`config.mk`:
```
export PLATFORM = sky130hd
export DESIGN_NAME = wb_weight_loader
export DESIGN_NICKNAME = d
export VERILOG_FILES = /design/src/rtl/wb_weight_loader.sv
export SDC_FILE = /design/constraint.sdc
export NUM_CORES = 1
export LEC_CHECK = 0
export ABC_AREA = 1
export CAP_MARGIN = 10
export CORE_ASPECT_RATIO = 2
export CORE_MARGIN = 1.5
export CORE_UTILIZATION = 57
export CTS_BUF_LIST = sky130_fd_sc_hd__clkbuf_16
export DETAILED_ROUTE_END_ITERATION = 8
export DONT_BUFFER_PORTS = 1
export PLACE_DENSITY = 0.75
export SYNTH_ARGS = -nofsm -noshare
export SYNTH_HDL_FRONTEND = slang
export SYNTH_SLANG_ARGS = --single-unit
export TNS_END_PERCENT = 10
```
`constraint.sdc`:
```
create_clock -name wb_clk_i -period 1.45 [get_ports wb_clk_i]
set_input_delay 0.29 -clock wb_clk_i [delete_from_list [all_inputs] [get_ports wb_clk_i]]
set_output_delay 0.29 -clock wb_clk_i [all_outputs]
set_load 0.005 [all_outputs]
```
`src/rtl/wb_weight_loader.sv`:
```
// Wishbone initiator that streams WEIGHTS bytes from a valid/ready source into
// the SNN weight-write register, one single-beat write per weight.
module wb_weight_loader #(
   parameter logic [31:0] TARGET_ADDR = 32'h3000_0000,
   parameter int          WEIGHTS     = 196,
   parameter int          TIMEOUT     = 16
) (
   input  logic        wb_clk_i,
   input  logic        wb_rst_ni,
   input  logic        start_i,
   input  logic        abort_i,
   input  logic        w_valid_i,
   input  logic [7:0]  w_data_i,
   output logic        w_ready_o,
   output logic        wbm_cyc_o,
   output logic        wbm_stb_o,
   output logic        wbm_we_o,
   output logic [3:0]  wbm_sel_o,
   output logic [31:0] wbm_adr_o,
   output logic [31:0] wbm_dat_o,
   input  logic        wbm_ack_i,
   input  logic        wbm_err_i,
   output logic        busy_o,
   output logic        done_o,
   output logic        err_o,
   output logic [8:0]  count_o
);

   localparam int         TW       = $clog2(TIMEOUT + 1);
   localparam logic [7:0] LAST_IDX = 8'(WEIGHTS - 1);

   typedef enum logic [1:0] {IDLE, FETCH, BUS, FINISH} state_t;

   state_t         state_q, state_d;
   logic           cyc_q;
   logic [7:0]     index_q;
   logic [8:0]     count_q;
   logic           err_q;
   logic [TW-1:0]  tmo_q;
   logic [31:0]    dat_q;
   logic           take_byte, tmo_hit, resp_err, resp_ack;

   // Source handshake: w_ready is high in FETCH; abort wins over a same-cycle byte.
   assign take_byte = (state_q == FETCH) && !abort_i && w_valid_i;
   assign tmo_hit   = (tmo_q == TW'(TIMEOUT - 1));
   // err beats ack; a late ack in the timeout cycle still counts as a response.
   assign resp_err  = (state_q == BUS) && (wbm_err_i || (!wbm_ack_i && tmo_hit));
   assign resp_ack  = (state_q == BUS) && wbm_ack_i && !wbm_err_i;

   always_comb begin
      state_d = state_q;
      case (state_q)
         IDLE:   if (start_i) state_d = FETCH;
         FETCH: begin
            if (abort_i)        state_d = IDLE;
            else if (w_valid_i) state_d = BUS;
         end
         BUS: begin
            if (resp_err)                  state_d = FINISH;
            else if (resp_ack) begin
               if (index_q == LAST_IDX)    state_d = FINISH;
               else if (abort_i)           state_d = IDLE;
               else                        state_d = FETCH;
            end
         end
         FINISH: state_d = IDLE;
         default: state_d = IDLE;
      endcase
   end

   always_ff @(posedge wb_clk_i or negedge wb_rst_ni) begin
      if (!wb_rst_ni) begin
         state_q <= IDLE;
         cyc_q   <= 1'b0;
         index_q <= '0;
         count_q <= '0;
         err_q   <= 1'b0;
         tmo_q   <= '0;
         dat_q   <= '0;
      end else begin
         state_q <= state_d;
         cyc_q   <= (state_d == BUS);
         if (state_q == IDLE && start_i) begin
            index_q <= '0;
            count_q <= '0;
            err_q   <= 1'b0;
         end
         if (take_byte) begin
            dat_q <= {16'h0, w_data_i, index_q};
            tmo_q <= '0;
         end
         if (state_q == BUS) begin
            if (resp_err) begin
               err_q <= 1'b1;
            end else if (resp_ack) begin
               count_q <= count_q + 9'd1;
               index_q <= index_q + 8'd1;
            end else begin
               tmo_q <= tmo_q + TW'(1);
            end
         end
      end
   end

   assign wbm_cyc_o = cyc_q;
   assign wbm_stb_o = cyc_q;
   assign wbm_we_o  = cyc_q;
   assign wbm_sel_o = cyc_q ? 4'b0011 : 4'b0000;
   assign wbm_adr_o = cyc_q ? TARGET_ADDR : 32'h0;
   assign wbm_dat_o = dat_q;

   assign w_ready_o = (state_q == FETCH);
   assign busy_o    = (state_q != IDLE);
   assign done_o    = (state_q == FINISH);
   assign err_o     = err_q;
   assign count_o   = count_q;

endmodule

```
==> flow_summary.toml, run 1 <==
[timing]
min_period_ns = 1.58
hold_viol = 0
setup_viol = 9
timing.final.crit_share_pct = 109
rsz0062_at_grt = "yes"
slew_violations = 0
post-route-worst-setup-slack_ns = -0.129
fin_skew_ns = 0.00304
fmax_ghz = 0.633

[placement]
dp_hpwl_mm = 3.25
io_buffers = 0
place_ws_ns = -0.119
routabilityCongestion = 0.777

[detailed_routing]
vias = 1653
vias_per_cell = 4.88
drc_errors = 0
dr.pass1.iters = 4
ant_nets = 0
wl_per_cell_um = 13.0
routed_wl_mm = 4.41
drt_iter0_drc = 34

[pwr]
ir_drop_v = 0.000947
p_per_area_nw_per_um2 = 1460
power.total_uw = 3790
p_leak_uw = 0.00134

[worst_setup_path]
path_class = "flop to flop"
endpoint_kind = "flop"
worstSetupStartpointType = "flop"
r2r_cells = 11
worst_ep_arrival_time_ns = 1.74
worstPathRequired_ns = 1.62
path_max_fanout = 3

[status]
status = "finished with violations"
failed_checks = "setup timing"

[synthesis]
synth_top_area_cell = "dfrtp_1"
yosys_warnings = 0
mappedNetlistArea_um2 = 2460
postSynth.asyncResetShare_pct = 100
syn_inst = 278
synthTopCellsByArea = "dfrtp_1, buf_4, nand2_1, mux2_4, o21ai_0"
synth.lib_cells_used.distinct = 30
ys_seq_area_share_pct = 42.7
synth_area_per_cell_um2 = 8.84
ys_seq_elements = 42
synth-edff-count = 0
yosysTopAreaCellShare_pct = 42.7
synthFlopType = "dfrtp_1"

[final_layout]
regArea_um2 = 1050
layout_commonest_cell = "conb_1"
fill_cells = 386
n_antenna_cell = 0
multiInputGateArea_um2 = 1100
area_growth_pct = 5.80
drive_above_1_share_pct = 17.8
layout_common_cells = "conb_1, nand2_1, dfrtp_1"
nets = 307

[global_routing]
grt_pass1_wl_mm = 7.15
grt-ovfl-total = 0
antenna_found_initial = 0
grt_pass1_vias = 1606
grt_max_degree = 43
track_usage_pct = 20.1

[clocking]
clk_latency_ns = 0.28
clock-root-buffer = "clkbuf_16"
clk_pin_slew_worst_paths_ns = 0.05
clk_path_buf_depth = 2
h-tree-depth = 2
clock-sinks = 42
cts_tree = "done"
cts_made_buffers = 5

[die]
die_height_um = 95.9
fp-row-count = 33
core_area_um2 = 4130
die_w_um = 49.4
die-area_um2 = 4740
start_util_pct = 59.5
io_pins = 99

[worst_hold_path]
hp-class = "input pin to flop"
hold-path-cell-count = 1

[job]
drv_cap = 0
==> registers in the layout, indices dropped and copies added (netlist names) <==
name       cells
err_o          1
state_q        2
wbm_cyc_o      1
wbm_dat_o     16
index_q        8
tmo_q          5
count_o        9
==> critical path: stages, from the launching register on <==
cell and delay [ns]:
dfrtp_1 0.38, ha_2 0.19, and3_4 0.18, ha_4 0.16, nand2_4 0.07, nand2_2 0.08, nor2_2 0.14, nand2_1 0.07
nand2_1 0.06, nand2_1 0.04, nand2_1 0.05, nand2_1 0.05
==> worst paths after layout <==
check,startpoint,to,slack [ns]
worst max-delay path,tmo_q[1],state_q[0],-0.13
min in group asynchronous,wb_rst_ni,wbm_dat_o[4],0.47
worst max register to register,tmo_q[1],state_q[0],-0.13
worst min register to register,wbm_dat_o[0],wbm_dat_o[0],0.51
worst min-delay path,w_data_i[0],wbm_dat_o[8],0.16
max in group asynchronous,wb_rst_ni,wbm_dat_o[13],0.78
==> area by class of cell <==
| class | instances | share of cell area [%] |
|---|---|---|
| inverters | 28 | 4.23 |
| clock buffers | 5 | 4.81 |
| flip-flops and latches | 42 | 40.4 |
| multi-input cells | 195 | 42.2 |
| clock inverters | 1 | 0.144 |
| repair buffers | 16 | 5.68 |
| well taps | 52 | 2.50 |
==> timing repair <==
action,4_1_cts,5_1_grt
pin swaps,4,6
resized for setup,6,7
hold endpoints to repair,42,0
hold buffers,2,0
gates cloned,0,0
setup endpoints to repair,10,19
buffers inserted,0,1
==> cells in the mapped netlist, drive strengths merged (3+ instances only) <==
cell type / n
nor3: 7
nor2: 16
o21ai: 24
nand3: 23
nand2: 52
ha: 4
buf: 58
mux2: 8
dfrtp: 42
inv: 28
and3: 3
==> cells by family after synthesis <==
kind of cell,share of synthesized area [%]
AOI/OAI and AO/OA,6.16
xor gates and xnor gates,1.07
adders and majority gates,2.04
buffers and inverters,22.9
DFF,42.7
muxes,4.89
other,0.153
and+or+nand+nor,20.1
==> per-layer routing <==
metal / GRT usage, % / vias to the layer above / wire, µm
met4: 9.26 / 0 / 88
met3: 4.97 / 8 / 257
met1: 20.7 / 775 / 1570
met2: 37.7 / 68 / 2500
li1: - / 802 / -
met5: 0 / - / 0
==> power by group <==
part           internal [µW]  switching, µW
registers               1440            229
logic                    521            601
clock network            611            394
total                   2570           1220
==> metrics by stage <==
stage / cell area [µm²] / hold WS (ns) / utilization (%) / cells / TNS, ns
after floorplan: 2660 / -0.00559 / - / 325 / -0.179
after global placement: 2380 / -0.00439 / 57.5 / 330 / -0.481
after detailed placement: 2380 / -0.00463 / 57.5 / 330 / -0.762
after CTS: 2560 / 0.155 / 62.1 / 338 / -0.477
after global routing: 2600 / 0.154 / 63.0 / 339 / -1.64
final: 2600 / 0.159 / 63.0 / 339 / -0.575
Power figures use the tool's default switching activity.
==> inputs of run 2 (changes only) <==
- CTS_CLUSTER_DIAMETER: unset -> 60
- HOLD_SLACK_MARGIN: unset -> 0.06
==> results of run 2 <==
The final DEF is identical to that of run 1; final timing and power are the same.
